[src/rtl/addpg_serial.sv]
// addpg_serial -- digit-serial propagate/generate adder.
//
// Adds two WIDTH-bit operands DIGIT bits per clock, least significant digit
// first. The carry between digits is registered. A full add takes
// N = WIDTH/DIGIT RUN cycles, followed by a one-cycle DONE pulse.
//
// Parameters:
//   WIDTH  operand/sum width, must be a multiple of DIGIT
//   DIGIT  bits processed per clock, 1..WIDTH
//
// Ports:
//   clk    rising-edge clock
//   rst_n  synchronous active-low reset
//   start  request a new operation (taken when ready=1)
//   a, b   operands, latched on the accepting edge
//   cin    carry-in, latched on the accepting edge
//   sub    (ADDPG_SUB_EN only) subtract: latch ~b with carry-in forced to 1
//   ready  block can accept start this cycle (IDLE or DONE)
//   busy   operation in progress (RUN)
//   done   one-cycle pulse, results valid
//   s      sum
//   cout   carry out of bit WIDTH-1
//   ovf    signed overflow (carry into MSB xor cout)
//   p_grp  group propagate over all bits
//   g_grp  group generate (carry-out with cin=0)
//
// Optional feature: define ADDPG_SUB_EN to add the sub port.

module addpg_serial #(
    parameter int WIDTH = 32,
    parameter int DIGIT = 4
) (
    input  logic             clk,
    input  logic             rst_n,
    input  logic             start,
    input  logic [WIDTH-1:0] a,
    input  logic [WIDTH-1:0] b,
    input  logic             cin,
`ifdef ADDPG_SUB_EN
    input  logic             sub,
`endif
    output logic             ready,
    output logic             busy,
    output logic             done,
    output logic [WIDTH-1:0] s,
    output logic             cout,
    output logic             ovf,
    output logic             p_grp,
    output logic             g_grp
);

    localparam int N  = WIDTH / DIGIT;
    localparam int CW = (N > 1) ? $clog2(N) : 1;

    typedef enum logic [1:0] {
        S_IDLE = 2'd0,
        S_RUN  = 2'd1,
        S_DONE = 2'd2
    } state_t;

    state_t state, nstate;

    logic [WIDTH-1:0] opa, opb;     // operands, shifted right one digit per RUN cycle
    logic             carry;        // carry into the current digit
    logic [CW-1:0]    cnt;          // current digit index
    logic             p_acc, g_acc; // group propagate/generate over digits done so far

    logic             accept;
    logic             last;
    logic [WIDTH-1:0] lat_b;
    logic             lat_c;

    // Digit cell outputs
    logic [DIGIT-1:0] dsum;
    logic             dc;           // ripple carry through the digit
    logic             cmsb;         // carry into the top bit of the digit
    logic             pd, gd;       // digit propagate / generate

    assign accept = start && (state != S_RUN);
    assign last   = (state == S_RUN) && (cnt == CW'(N - 1));

`ifdef ADDPG_SUB_EN
    assign lat_b = sub ? ~b : b;
    assign lat_c = sub ? 1'b1 : cin;
`else
    assign lat_b = b;
    assign lat_c = cin;
`endif

    // State register
    always_ff @(posedge clk) begin
        if (!rst_n) begin
            state <= S_IDLE;
        end else begin
            state <= nstate;
        end
    end

    // Next-state logic
    always_comb begin
        nstate = state;
        case (state)
            S_IDLE:  if (start) nstate = S_RUN;
            S_RUN:   if (last)  nstate = S_DONE;
            S_DONE:  nstate = start ? S_RUN : S_IDLE;
            default: nstate = S_IDLE;
        endcase
    end

    // FSM outputs
    always_comb begin
        ready = 1'b0;
        busy  = 1'b0;
        done  = 1'b0;
        case (state)
            S_IDLE:  ready = 1'b1;
            S_RUN:   busy  = 1'b1;
            S_DONE: begin
                ready = 1'b1;
                done  = 1'b1;
            end
            default: ready = 1'b1;
        endcase
    end

    // Propagate/generate cells for the low digit of the operand registers.
    // gd is the carry the digit would produce with carry-in 0.
    always_comb begin
        dsum = '0;
        dc   = carry;
        cmsb = carry;
        pd   = 1'b1;
        gd   = 1'b0;
        for (int i = 0; i < DIGIT; i++) begin
            if (i == DIGIT - 1) cmsb = dc;
            dsum[i] = (opa[i] ^ opb[i]) ^ dc;
            dc      = (opa[i] & opb[i]) | ((opa[i] ^ opb[i]) & dc);
            pd      = pd & (opa[i] ^ opb[i]);
            gd      = (opa[i] & opb[i]) | ((opa[i] ^ opb[i]) & gd);
        end
    end

    // Datapath: latch on accept, one digit per RUN cycle, commit flags on last digit
    always_ff @(posedge clk) begin
        if (!rst_n) begin
            opa   <= '0;
            opb   <= '0;
            carry <= 1'b0;
            cnt   <= '0;
            p_acc <= 1'b0;
            g_acc <= 1'b0;
            s     <= '0;
            cout  <= 1'b0;
            ovf   <= 1'b0;
            p_grp <= 1'b0;
            g_grp <= 1'b0;
        end else if (accept) begin
            opa   <= a;
            opb   <= lat_b;
            carry <= lat_c;
            cnt   <= '0;
            p_acc <= 1'b1;
            g_acc <= 1'b0;
        end else if (state == S_RUN) begin
            s[int'(cnt) * DIGIT +: DIGIT] <= dsum;
            carry <= dc;
            opa   <= opa >> DIGIT;
            opb   <= opb >> DIGIT;
            cnt   <= cnt + 1'b1;
            p_acc <= p_acc & pd;
            g_acc <= gd | (pd & g_acc);
            if (last) begin
                cout  <= dc;
                ovf   <= cmsb ^ dc;
                p_grp <= p_acc & pd;
                g_grp <= gd | (pd & g_acc);
            end
        end
    end

endmodule

[config.mk]
export PLATFORM = sky130hd
export DESIGN_NAME = addpg_serial
export DESIGN_NICKNAME = d
export VERILOG_FILES = /design/src/rtl/addpg_serial.sv
export SDC_FILE = /design/constraint.sdc
export NUM_CORES = 1
export LEC_CHECK = 0
export BUFFER_PORTS_ARGS = -buffer_cell sky130_fd_sc_hd__buf_2
export CAP_MARGIN = 30
export CELL_PAD_IN_SITES_DETAIL_PLACEMENT = 1
export CELL_PAD_IN_SITES_GLOBAL_PLACEMENT = 1
export CORE_MARGIN = 5
export CORE_UTILIZATION = 44
export DETAILED_ROUTE_END_ITERATION = 16
export HOLD_SLACK_MARGIN = 0.15
export PLACE_DENSITY_LB_ADDON = 0.15
export SYNTH_ARGS = -nofsm -noshare
export SYNTH_HDL_FRONTEND = slang
export SYNTH_SLANG_ARGS = --single-unit
[constraint.sdc]
create_clock -name clk -period 3.33 [get_ports clk]
set_input_delay 0.333 -clock clk [delete_from_list [all_inputs] [get_ports clk]]
set_output_delay 0.333 -clock clk [all_outputs]
set_load 0.02 [all_outputs]
# Yosys cells after proc, flatten, opt, wreduce, memory -nomap -nowiden
# Cells that the tools add are included.
[classes]
add_sub_neg = 2
n_eq_ne = 6
shifts = 2
mux = 16
bitwise_logic = 35
reduce_logical = 8
[ops]
columns = ["cell", "n"]
rows = [
  ["32-bit two-way mux", 4],
  ["5-bit negation with 33-bit output", 1],
  ["4-bit by 33-bit variable shift with 32-bit output (first input constant)", 1],
  ["4-bit by 33-bit variable part select with 32-bit output", 1],
  ["32-bit bitwise mux", 1],
  ["1-bit AND", 16],
  ["1-bit bitwise XOR", 9],
  ["1-bit two-way mux", 8],
  ["1-bit bitwise OR", 8],
  ["2-bit case mux with 3 select lines", 1],
  ["2-bit two-way mux", 2],
  ["2-bit inequality test (second input constant)", 2],
  ["2-bit AND reduction", 2],
  ["3-bit by 1-bit adder with 3-bit output (second input constant)", 1],
  ["3-bit equality test (second input constant)", 1],
  ["3-bit AND reduction", 1],
  ["2-bit by 1-bit equality test with 1-bit output (second input constant)", 1],
  ["2-bit equality test (second input constant)", 1],
  ["1-bit logical AND", 2],
  ["2-bit logical NOT", 1],
  ["2-bit by 1-bit inequality test with 1-bit output (second input constant)", 1],
  ["1-bit NOT", 2],
  ["2-bit nonzero test", 1],
  ["2-bit OR reduction", 1],
]
[word_totals]
register_bits = 108
inputBits = 68
out_inout_bits = 39
wordCells = 81

# Logic depth before layout (Yosys ltp)
# Gate-level depths: netlist of the first run.
[logic_depth]
word_depth = 11
ltp_mapped = 9
depth_no_buf = 9

# Worst setup path before layout of the first run
# No wires, ideal clock.
[synth_timing]
path_kind = "register to register"
from = "register opa[0]"
to = "register s[7]"
setup_ns = 0.126
t_arrival_ns = 2.045
t_required_ns = 3.204
setup_slack_ns = 1.159
path_stages_with_launch = 9
synth_period_minus_slack_ns = 2.171
path_cell_list = "dfxtp_1 -> fa_1 -> inv_1 -> fa_1 -> fa_1 -> inv_1 -> fa_1 -> nand4_1 -> mux2i_1"
[synth_via]
elab_chain_cells = 10
word_cells_on_any_way = 14
classes_between = "1 x shift; 1 x mux; 12 x bitwise"
[synth_lines]
columns = ["item", "line_no", "rtl"]
rows = [
  ["start, declared", "63", "logic [WIDTH-1:0] opa, opb;"],
  ["start signal, assigned", "167", "opa <= opa >> DIGIT;"],
  ["1-bit bitwise XOR", "--", ""],
  ["1-bit AND", "137", "dc = (opa[i] & opb[i]) | ((opa[i] ^ opb[i]) & dc);"],
  ["1-bit bitwise OR", "137", ""],
  ["1-bit AND", "137", ""],
  ["1-bit bitwise OR", "137", ""],
  ["1-bit AND", "137", ""],
  ["1-bit bitwise OR", "137", ""],
  ["1-bit bitwise XOR", "136", "dsum[i] = (opa[i] ^ opb[i]) ^ dc;"],
  ["4-bit by 33-bit variable part select with 32-bit output (*)", "165", "s[int'(cnt) * DIGIT +: DIGIT] <= dsum;"],
  ["32-bit bitwise mux (*)", "165", ""],
  ["end signal, assigned by index", "165", ""],
  ["end, declared", "45", "output logic [WIDTH-1:0] s,"],
]
# Every way passes the cells marked *; elsewhere a longest branch is shown, timed or not.
# A chain may end at the register's enable or synchronous reset.

# Worst setup path after layout of the first run
[layout_timing]
from = "register opa[0]"
to = "register s[23]"
# The elaborated chain is that of the path after synthesis.

==> reports/qor.txt, run 1 <==
SYNTH
---------------------------------------------------------------------------------------
Post-Synth Adder-Cell Area                                                      0.04522
Area share of and/or/nand/nor cells after synthesis                              0.1396
Synth Area per Inst                                                          9.766 um^2
Fraction of registers with async set or reset after synthesis                         0
Synth cell types                                                                     35
Synthesized-area fraction occupied by ao, oa, aoi and oai cells                  0.1273
Number of warnings reported in the yosys synthesis log                                0
Top cell type's share of synthesized area                                        0.4491
Post-synthesis register bit count                                                   108
Synth top area cells                                                       sky130_fd_sc_hd__dfxtp_1 45%, sky130_fd_sc_hd__mux2i_1 19%, sky130_fd_sc_hd__nand2_1 5.7%
Library cell with the largest summed area after synthesis                  sky130_fd_sc_hd__dfxtp_1
Main combinational cell family by area after synthesis                     multiplexers
Syn nets                                                                            576
Post-synth top flop                                                        sky130_fd_sc_hd__dfxtp_1
Fraction of synthesized cell area in xor and xnor cells                        0.001819
EDFF count, synth                                                                     0
Share of the yosys chip area belonging to registers                              0.4491
Synthesized netlist cell count                                                      493
Mux cell area share after synthesis                                              0.1933
Area of the mapped netlist                                                    4815 um^2

CLOCKING
---------------------------------------------------------------------------------------
Clock Tree Root                                                            sky130_fd_sc_hd__clkbuf_8
Post-CTS sizing                                                                       0
TritonCTS clock tree                                                                yes
Worst-case clock buffer depth                                                         2
TritonCTS buffer count                                                                9
Number of setup buffers added after CTS                                               0
Clock latency on the worst-skew pair                                            0.37 ns
TritonCTS sink count                                                                108
Post-CTS Hold Fix Bufs                                                                0
CTS H-tree depth                                                                      3
Clock-pin slew of the registers on the worst-case setup and hold paths          0.11 ns

STA
---------------------------------------------------------------------------------------
Tightest slew margin relative to the limit                                       0.5411
Max-slew violation total from the final report                                        0
Worst hold slack                                                              0.1958 ns
Number of hold violations in the final report                                         0
Final setup violation count                                                           0
Least-Margin Pin Slew                                                         0.6884 ns
Setup TNS Final                                                                    0 ns
Setup Skew                                                                   0.01288 ns
Final worst-path cycle share                                                     0.7124
Highest attainable clock frequency                                           0.4215 GHz
Fin crit period                                                                2.372 ns
Worst-case setup margin in the final layout                                   0.9576 ns
Unrepaired setup endpoints after global routing                                      no

FINAL LAYOUT
---------------------------------------------------------------------------------------
Growth of design area from synthesis to finish                                   17.59%
Fillers                                                                            1260
Number of diodes                                                                      0
Nets@finish                                                                         662
Layout cell share with drive strength beyond 1                                   0.2260

POWER
---------------------------------------------------------------------------------------
Worst-case vdd ir drop                                                         332.1 uV
Net switching component of the power                                        0.0007178 W
Power Total                                                                  0.002756 W
Share of total power consumed by net switching                                   0.2604
Part of the total power dissipated in combinational logic                         0.141
Clock network power share                                                         0.343
Pwr/cell area                                                              486.8 nW/um^2
Leakage                                                                        2.950 nW
Sequential share of power                                                         0.516
Cell-internal power                                                          0.002039 W

WORST SETUP PATH
---------------------------------------------------------------------------------------
Path type of the worst setup path                                            reg -> reg
Slowest stage cell on the critical path                                    sky130_fd_sc_hd__fa_1
Critical path endpoint category                                                register
Critical path cell sequence                                                fa_1, inv_1, fa_1, fa_1, inv_1, fa_1, nand4_1, mux2i_1
Data arrival time of the critical path                                          2.63 ns
CP startpoint kind                                                             register
Crit Reg-Reg Startpoint                                                    opa[0]$_SDFFE_PN0P_
Critical Path Fanout Max                                                              4
Max incr delay on CP                                                            0.48 ns
Worst Path Required                                                             3.59 ns
CP startpoint                                                              opa[0]$_SDFFE_PN0P_
CP most frequent cell                                                      sky130_fd_sc_hd__fa_1

FLOORPLANNING
---------------------------------------------------------------------------------------
Row Count                                                                            38
Effective utilization at floorplan                                               0.4461
Horizontal die dimension                                                       114.6 um
Top Ports                                                                           107
Total die area                                                               13130 um^2
CORE AREA                                                                    10790 um^2
Vertical extent of the die                                                     114.6 um

PLACE
---------------------------------------------------------------------------------------
Dpl hpwl                                                                        9073 um
Final weighted congestion of routability-driven global placement                 0.7799
# port buffers                                                                      106
Setup WS pre-CTS                                                              0.9736 ns

DETAILED ROUTING
---------------------------------------------------------------------------------------
DRC violations left                                                                   0
Routed WL                                                                      12130 um
Antenna Nets Post-Route                                                               0
Number of detailed-route iterations in the first pass                                 4
Total via count after detailed routing                                             3835
WL per Instance                                                                16.76 um
Avg Vias per Cell                                                                 5.297
Number of violations reported at the end of detailed-routing iteration 0            150

WORST HOLD PATH
---------------------------------------------------------------------------------------
Hold path start                                                                   a[31]
Type of the tightest min-delay check                                          in -> reg

GLOBAL ROUTE
---------------------------------------------------------------------------------------
Largest net degree at the start of global routing                                    47
Antenna violations before repair                                                      1
Total routing resource utilization after global routing                          0.1892
Overflow after GRT                                                                    0
Via count of the first global-routing pass                                         4147
First-pass GRT wire length                                                     19980 um

RUN STATUS
---------------------------------------------------------------------------------------
Run status                                                                 finished clean

FLOW RUN
---------------------------------------------------------------------------------------
# Max-Cap Violations                                                                  0

## layer usage
metal / global-route usage / up-vias / wire, um
met5: 0 / - / 13
met4: 0.05938 / 2 / 185
met3: 0.04175 / 17 / 622
met2: 0.3372 / 72 / 6138
met1: 0.2254 / 1839 / 5170
li1: - / 1905 / -
## cell usage in the layout (no fill, tap or decap), drive strengths merged, types with 2 or more instances in the layout
master and count:
nand4 6, fa 4, nand2b 3, mux2i 93, clkinvlp 2, nor2 41, o211ai 5, ha 11
nand2 73, buf 112, a211oi 32, nor3b 3, nand3 13, o211a 25, bufinv 3, clkinv 2
o21ai 2, a21oi 9, dfxtp 108, inv 12, clkbuf 9, nor2b 4
## flip-flops by register name, indices dropped and copies added, names as in the netlist
name and count:
p_grp 1, cout 1, carry 1, p_acc 1
g_acc 1, opa 32, opb 32, s 32
state 2, ovf 1, cnt 3, g_grp 1
## stage by stage
stage,util,instance area (um^2),std cells
finish,0.5246,5662,724
global route,0.5246,5662,724
CTS,0.5246,5662,724
detailed placement,0.5024,5423,708
global placement,0.5024,5423,708
floorplan,-,4815,493
## final timing paths
path	slack [ns]	cells after the start	endpoint
worst max-delay path	0.96	8	s[23]$_SDFFE_PN0P_
worst min register to register	0.46	2	cout$_SDFFE_PN0P_
worst max register to register	0.96	8	s[23]$_SDFFE_PN0P_
worst min-delay path	0.20	3	opa[31]$_SDFFE_PN0P_
## synth_stat cells (2+ instances only)
| master | number |
|---|---|
| sky130_fd_sc_hd__dfxtp_1 | 108 |
| sky130_fd_sc_hd__nand2b_1 | 3 |
| sky130_fd_sc_hd__buf_1 | 5 |
| sky130_fd_sc_hd__a211oi_1 | 32 |
| sky130_fd_sc_hd__inv_1 | 11 |
| sky130_fd_sc_hd__nand3_1 | 13 |
| sky130_fd_sc_hd__a21oi_1 | 9 |
| sky130_fd_sc_hd__buf_2 | 9 |
| sky130_fd_sc_hd__nand4_1 | 6 |
| sky130_fd_sc_hd__fa_1 | 4 |
| sky130_fd_sc_hd__o21ai_0 | 2 |
| sky130_fd_sc_hd__o211ai_1 | 5 |
| sky130_fd_sc_hd__nor2b_1 | 4 |
| sky130_fd_sc_hd__mux2i_1 | 93 |
| sky130_fd_sc_hd__nor2_1 | 41 |
| sky130_fd_sc_hd__nand2_1 | 73 |
| sky130_fd_sc_hd__nor3b_1 | 2 |
| sky130_fd_sc_hd__o211a_1 | 25 |
| sky130_fd_sc_hd__clkbuf_1 | 21 |
| sky130_fd_sc_hd__buf_6 | 2 |
| sky130_fd_sc_hd__ha_1 | 11 |
## cells by family after synthesis
logic type,Yosys count
compound gates,77
xor+xnor,1
simple gates,150
fa+ha+maj,15
flops,108
buf+inv,49
mux,93
## critical path: cells and delay by family, from the launching register on
| family | cells | cell delay [ns] |
|---|---|---|
| fa+ha+maj | 4 | 1.45 |
| flops | 1 | 0.40 |
| simple gates | 1 | 0.17 |
| buf+inv | 2 | 0.14 |
| mux | 1 | 0.10 |
## power by group through the flow
| stage | clock network, W | registers, W | logic [W] |
|---|---|---|---|
| global placement | 0 | 0.00145 | 0.000376 |
| detailed placement | 0 | 0.00145 | 0.000392 |
| global route | 0.00102 | 0.00143 | 0.000438 |
| CTS | 0.000971 | 0.00142 | 0.000395 |
| floorplan | 0 | 0.00144 | 0.000280 |
| finish | 0.000946 | 0.00142 | 0.000389 |
## layout make-up
cell class,instances,area (um^2),area share
well taps,140,175.2,0.03094
inverters,12,45.04,0.007956
clock inverters,7,115.1,0.02033
repair buffers,112,590.6,0.1043
multi-input cells,336,2450,0.4327
flip-flops and latches,108,2162,0.3819
clock buffers,9,123.9,0.02188
(Power assumes the default switching activity.)
==> inputs of run 2 (changes only) <==
--- a/config.mk
+++ b/config.mk
@@ -10,7 +10,7 @@
 export CELL_PAD_IN_SITES_DETAIL_PLACEMENT = 1
 export CELL_PAD_IN_SITES_GLOBAL_PLACEMENT = 1
 export CORE_MARGIN = 5
-export CORE_UTILIZATION = 44
+export CORE_UTILIZATION = 41
 export DETAILED_ROUTE_END_ITERATION = 16
 export HOLD_SLACK_MARGIN = 0.15
 export PLACE_DENSITY_LB_ADDON = 0.15
==> constraint.sdc (replaced) <==
create_clock -name clk -period 2.22 [get_ports clk]
set_input_delay 0.222 -clock clk [delete_from_list [all_inputs] [get_ports clk]]
set_output_delay 0.222 -clock clk [all_outputs]
set_load 0.02 [all_outputs]
==> run 2 against run 1 <==
- maximum frequency grew 10%
- via count increased by 0.91%
- sequential share of layout area decreased by 1.4 points
- non-clock buffer count rose by 17
- wire length rose by 3.3%
- clock-buffer cell count grew 4
- core utilization fell by 1.1 points
- cell count up 2.6%
- register-to-register slack got worse by 0.89 ns
- combinational power increased by 62%
- setup slack lost 0.89 ns
- critical path type unchanged
- highest routed layer unchanged
==> reports/qor.txt, run 2 (synthesis gave the netlist of run 1 again) <==
RUN STATUS
---------------------------------------------------------------------------------------
Run status                                                                 finished clean

FINAL LAYOUT
---------------------------------------------------------------------------------------
Top library cells by usage in the layout, fill and taps aside              105 x sky130_fd_sc_hd__dfxtp_1, 105 x sky130_fd_sc_hd__buf_2, 93 x sky130_fd_sc_hd__mux2i_1
Number of diodes                                                                      0   unchanged
Layout cell share with drive strength beyond 1                                   0.2483   +0.02231
Nets@finish                                                                         679   +2.6%
Utilization after layout                                                         0.5139   -0.01066
Regs by FF count                                                           opa: 32 flops, opb: 32 flops, s: 32 flops
Filler-free cell count of the finished design                                       743   +2.6%
Growth of design area from synthesis to finish                                   22.40%
Fillers                                                                            1349   +7.1%

FLOORPLANNING
---------------------------------------------------------------------------------------
Row Count                                                                            39   +2.6%
Horizontal die dimension                                                       118.4 um   +3.3%
Top Ports                                                                           107   unchanged
Effective utilization at floorplan                                               0.4199   -0.02624
Total die area                                                               14010 um^2   +6.7%
Vertical extent of the die                                                     118.4 um   +3.3%
CORE AREA                                                                    11470 um^2   +6.2%

CLOCKING
---------------------------------------------------------------------------------------
Clock latency on the worst-skew pair                                            0.34 ns   -0.03 ns
Clock-pin slew of the registers on the worst-case setup and hold paths          0.07 ns   -0.04 ns
TritonCTS buffer count                                                                9   unchanged
Worst-case clock buffer depth                                                         2   unchanged
Clock Tree Root                                                            sky130_fd_sc_hd__clkbuf_16
TritonCTS sink count                                                                108   unchanged
CTS H-tree depth                                                                      3   unchanged
TritonCTS clock tree                                                                yes

DETAILED ROUTING
---------------------------------------------------------------------------------------
Avg Vias per Cell                                                                 5.209   -1.7%
Antenna Nets Post-Route                                                               0   unchanged
Number of detailed-route iterations in the first pass                                 4   unchanged
DRC violations left                                                                   0   unchanged
Total via count after detailed routing                                             3870   +0.91%
Routed WL                                                                      12530 um   +3.3%
WL per Instance                                                                16.86 um   +0.62%
Number of violations reported at the end of detailed-routing iteration 0            179   +19%

POWER
---------------------------------------------------------------------------------------
Leakage                                                                        3.055 nW   +3.6%
Worst-case vdd ir drop                                                         511.5 uV   +54%
Pwr/cell area                                                              724.1 nW/um^2   +49%

FLOW RUN
---------------------------------------------------------------------------------------
# Max-Cap Violations                                                                  0   unchanged

WORST SETUP PATH
---------------------------------------------------------------------------------------
Count of cells along the worst register-to-register path                              8   unchanged
Crit Reg-Reg Startpoint                                                    opa[0]$_SDFFE_PN0P_
WP buf/inv                                                                            2   unchanged
Critical path endpoint category                                                register
Critical path cell sequence                                                fa_2, inv_2, fa_2, fa_2, inv_2, fa_2, nand4_1, mux2i_1
Critical Path Fanout Max                                                              4   unchanged
Slowest stage cell on the critical path                                    sky130_fd_sc_hd__fa_2
FF-to-FF End                                                               s[23]$_SDFFE_PN0P_
Path type of the worst setup path                                            reg -> reg
Data arrival time of the critical path                                          2.43 ns   -0.20 ns
CP most frequent cell                                                      sky130_fd_sc_hd__fa_2
CP startpoint kind                                                             register
Worst Path Required                                                             2.50 ns   -1.09 ns
Register-to-register setup slack                                                0.07 ns   -0.89 ns
Max incr delay on CP                                                            0.59 ns   +0.11 ns
Gate family responsible for the most delay along the worst path             adder cells

WORST HOLD PATH
---------------------------------------------------------------------------------------
Worst min-delay path endpoint                                              opb[11]$_SDFFE_PN0P_
Type of the tightest min-delay check                                          in -> reg
Hold path start                                                                   b[11]
Hold path cells                                                                       3   unchanged

GLOBAL ROUTE
---------------------------------------------------------------------------------------
Overflow after GRT                                                                    0   unchanged
Met2 track demand over resource in global routing                                0.3154   -0.02181
Global Route met1 Usage                                                          0.2142   -0.01114
Largest net degree at the start of global routing                                    43   -8.5%
Antenna violations before repair                                                      1   unchanged
First-pass GRT wire length                                                     20570 um   +3.0%
Met3 track demand over resource                                                 0.04394   +0.002180
Global-route layer with the greatest usage                                         met2
Total routing resource utilization after global routing                          0.1796   -0.009614
Via count of the first global-routing pass                                         4091   -1.4%

STA
---------------------------------------------------------------------------------------
Unrepaired setup endpoints after global routing                                     yes
Final setup violation count                                                           0   unchanged
Max-slew violation total from the final report                                        0   unchanged
Setup Skew                                                                  0.005381 ns   -0.007495 ns
Highest attainable clock frequency                                           0.4642 GHz   +10%
Fin crit period                                                                2.154 ns   -0.2181 ns
Tightest slew margin relative to the limit                                       0.7078   +0.1667
Final worst-path cycle share                                                     0.9704   +0.2580
Number of hold violations in the final report                                         0   unchanged
Least-Margin Pin Slew                                                         0.4384 ns   -0.2500 ns
Worst hold slack                                                              0.2191 ns   +0.02337 ns

PLACE
---------------------------------------------------------------------------------------
Number of instances in the placed design                                            719   +1.6%
Dpl hpwl                                                                        9106 um   +0.37%
# port buffers                                                                      106   unchanged
Final weighted congestion of routability-driven global placement                 0.7723   -0.97%

==> run 2: cell types whose count changed in the layout (fill, tap and decap cells not counted), moves of 3 or more <==
cell	previous run	this run
sky130_fd_sc_hd__bufinv_16	3	0
sky130_fd_sc_hd__buf_4	6	13
sky130_fd_sc_hd__fa_2	0	4
sky130_fd_sc_hd__fa_1	4	0
sky130_fd_sc_hd__dlygate4sd3_1	0	8
sky130_fd_sc_hd__dfxtp_1	108	105
sky130_fd_sc_hd__clkbuf_16	0	9
sky130_fd_sc_hd__dfxtp_2	0	3
sky130_fd_sc_hd__clkbuf_8	9	2
==> run 2: worst max path at each step <==
stage,start,end,slack (ns),depth (start not counted)
4_1_cts,opa[0]$_SDFFE_PN0P_,s[23]$_SDFFE_PN0P_,-0.02,8
3_5_place_dp,opb[0]$_SDFFE_PN0P_,s[23]$_SDFFE_PN0P_,-0.10,8
6_report,opa[0]$_SDFFE_PN0P_,s[23]$_SDFFE_PN0P_,0.07,8
3_3_place_gp,opa[0]$_SDFFE_PN0P_,s[23]$_SDFFE_PN0P_,-0.02,8
2_1_floorplan,opa[0]$_SDFFE_PN0P_,s[7]$_SDFFE_PN0P_,0.05,8
5_1_grt,opa[0]$_SDFFE_PN0P_,s[7]$_SDFFE_PN0P_,-0.08,8
==> run 2: tightest hold or removal path: stages <==
cell	delay, ns
sky130_fd_sc_hd__buf_2	0.09
sky130_fd_sc_hd__mux2i_1	0.12
sky130_fd_sc_hd__a211oi_1	0.08
==> run 2: layout make-up <==
| cell class | count | area (um^2) | share of cell area |
|---|---|---|---|
| Inverter | 12 | 45.04 | 0.007643 |
| Clock inverter | 2 | 10.01 | 0.001699 |
| Tap cell | 143 | 178.9 | 0.03036 |
| Clock buffer | 13 | 260.3 | 0.04416 |
| Sequential cell | 108 | 2166 | 0.3675 |
| Timing Repair Buffer | 129 | 763.2 | 0.1295 |
| Multi-Input combinational cell | 336 | 2470 | 0.4191 |
==> run 2: power by group <==
part / internal [W] / switching, W
registers: 0.00206 / 0.0000749
clock network: 0.000814 / 0.000688
logic: 0.000289 / 0.000342
total: 0.00316 / 0.00111
==> run 2: what timing repair did <==
action,4_1_cts,5_1_grt
hold endpoints to repair,8,0
hold buffers,8,0
pin swaps,4,3
buffers inserted,1,0
endpoints found under the setup margin,8,10
resized for setup,10,1
cloned,0,0
==> run 2: per-stage QoR <==
| step | instance area, um^2 | setup WS (ns) | total power (W) | setup TNS (ns) |
|---|---|---|---|---|
| after floorplan | 4815 | 0.04886 | 0.002579 | 0 |
| after global placement | 5512 | -0.02261 | 0.002761 | -0.05137 |
| after detailed placement | 5512 | -0.1015 | 0.002791 | -0.5882 |
| after CTS | 5888 | -0.01760 | 0.004321 | -0.04643 |
| after global routing | 5893 | -0.08021 | 0.004493 | -0.1747 |
| final | 5893 | 0.06568 | 0.004267 | 0 |
==> run 2: routing by layer <==
metal,vias to the layer above,wire (um)
met5,-,7
met1,1840,5399
met2,72,6270
met3,14,675
met4,2,174
li1,1942,-
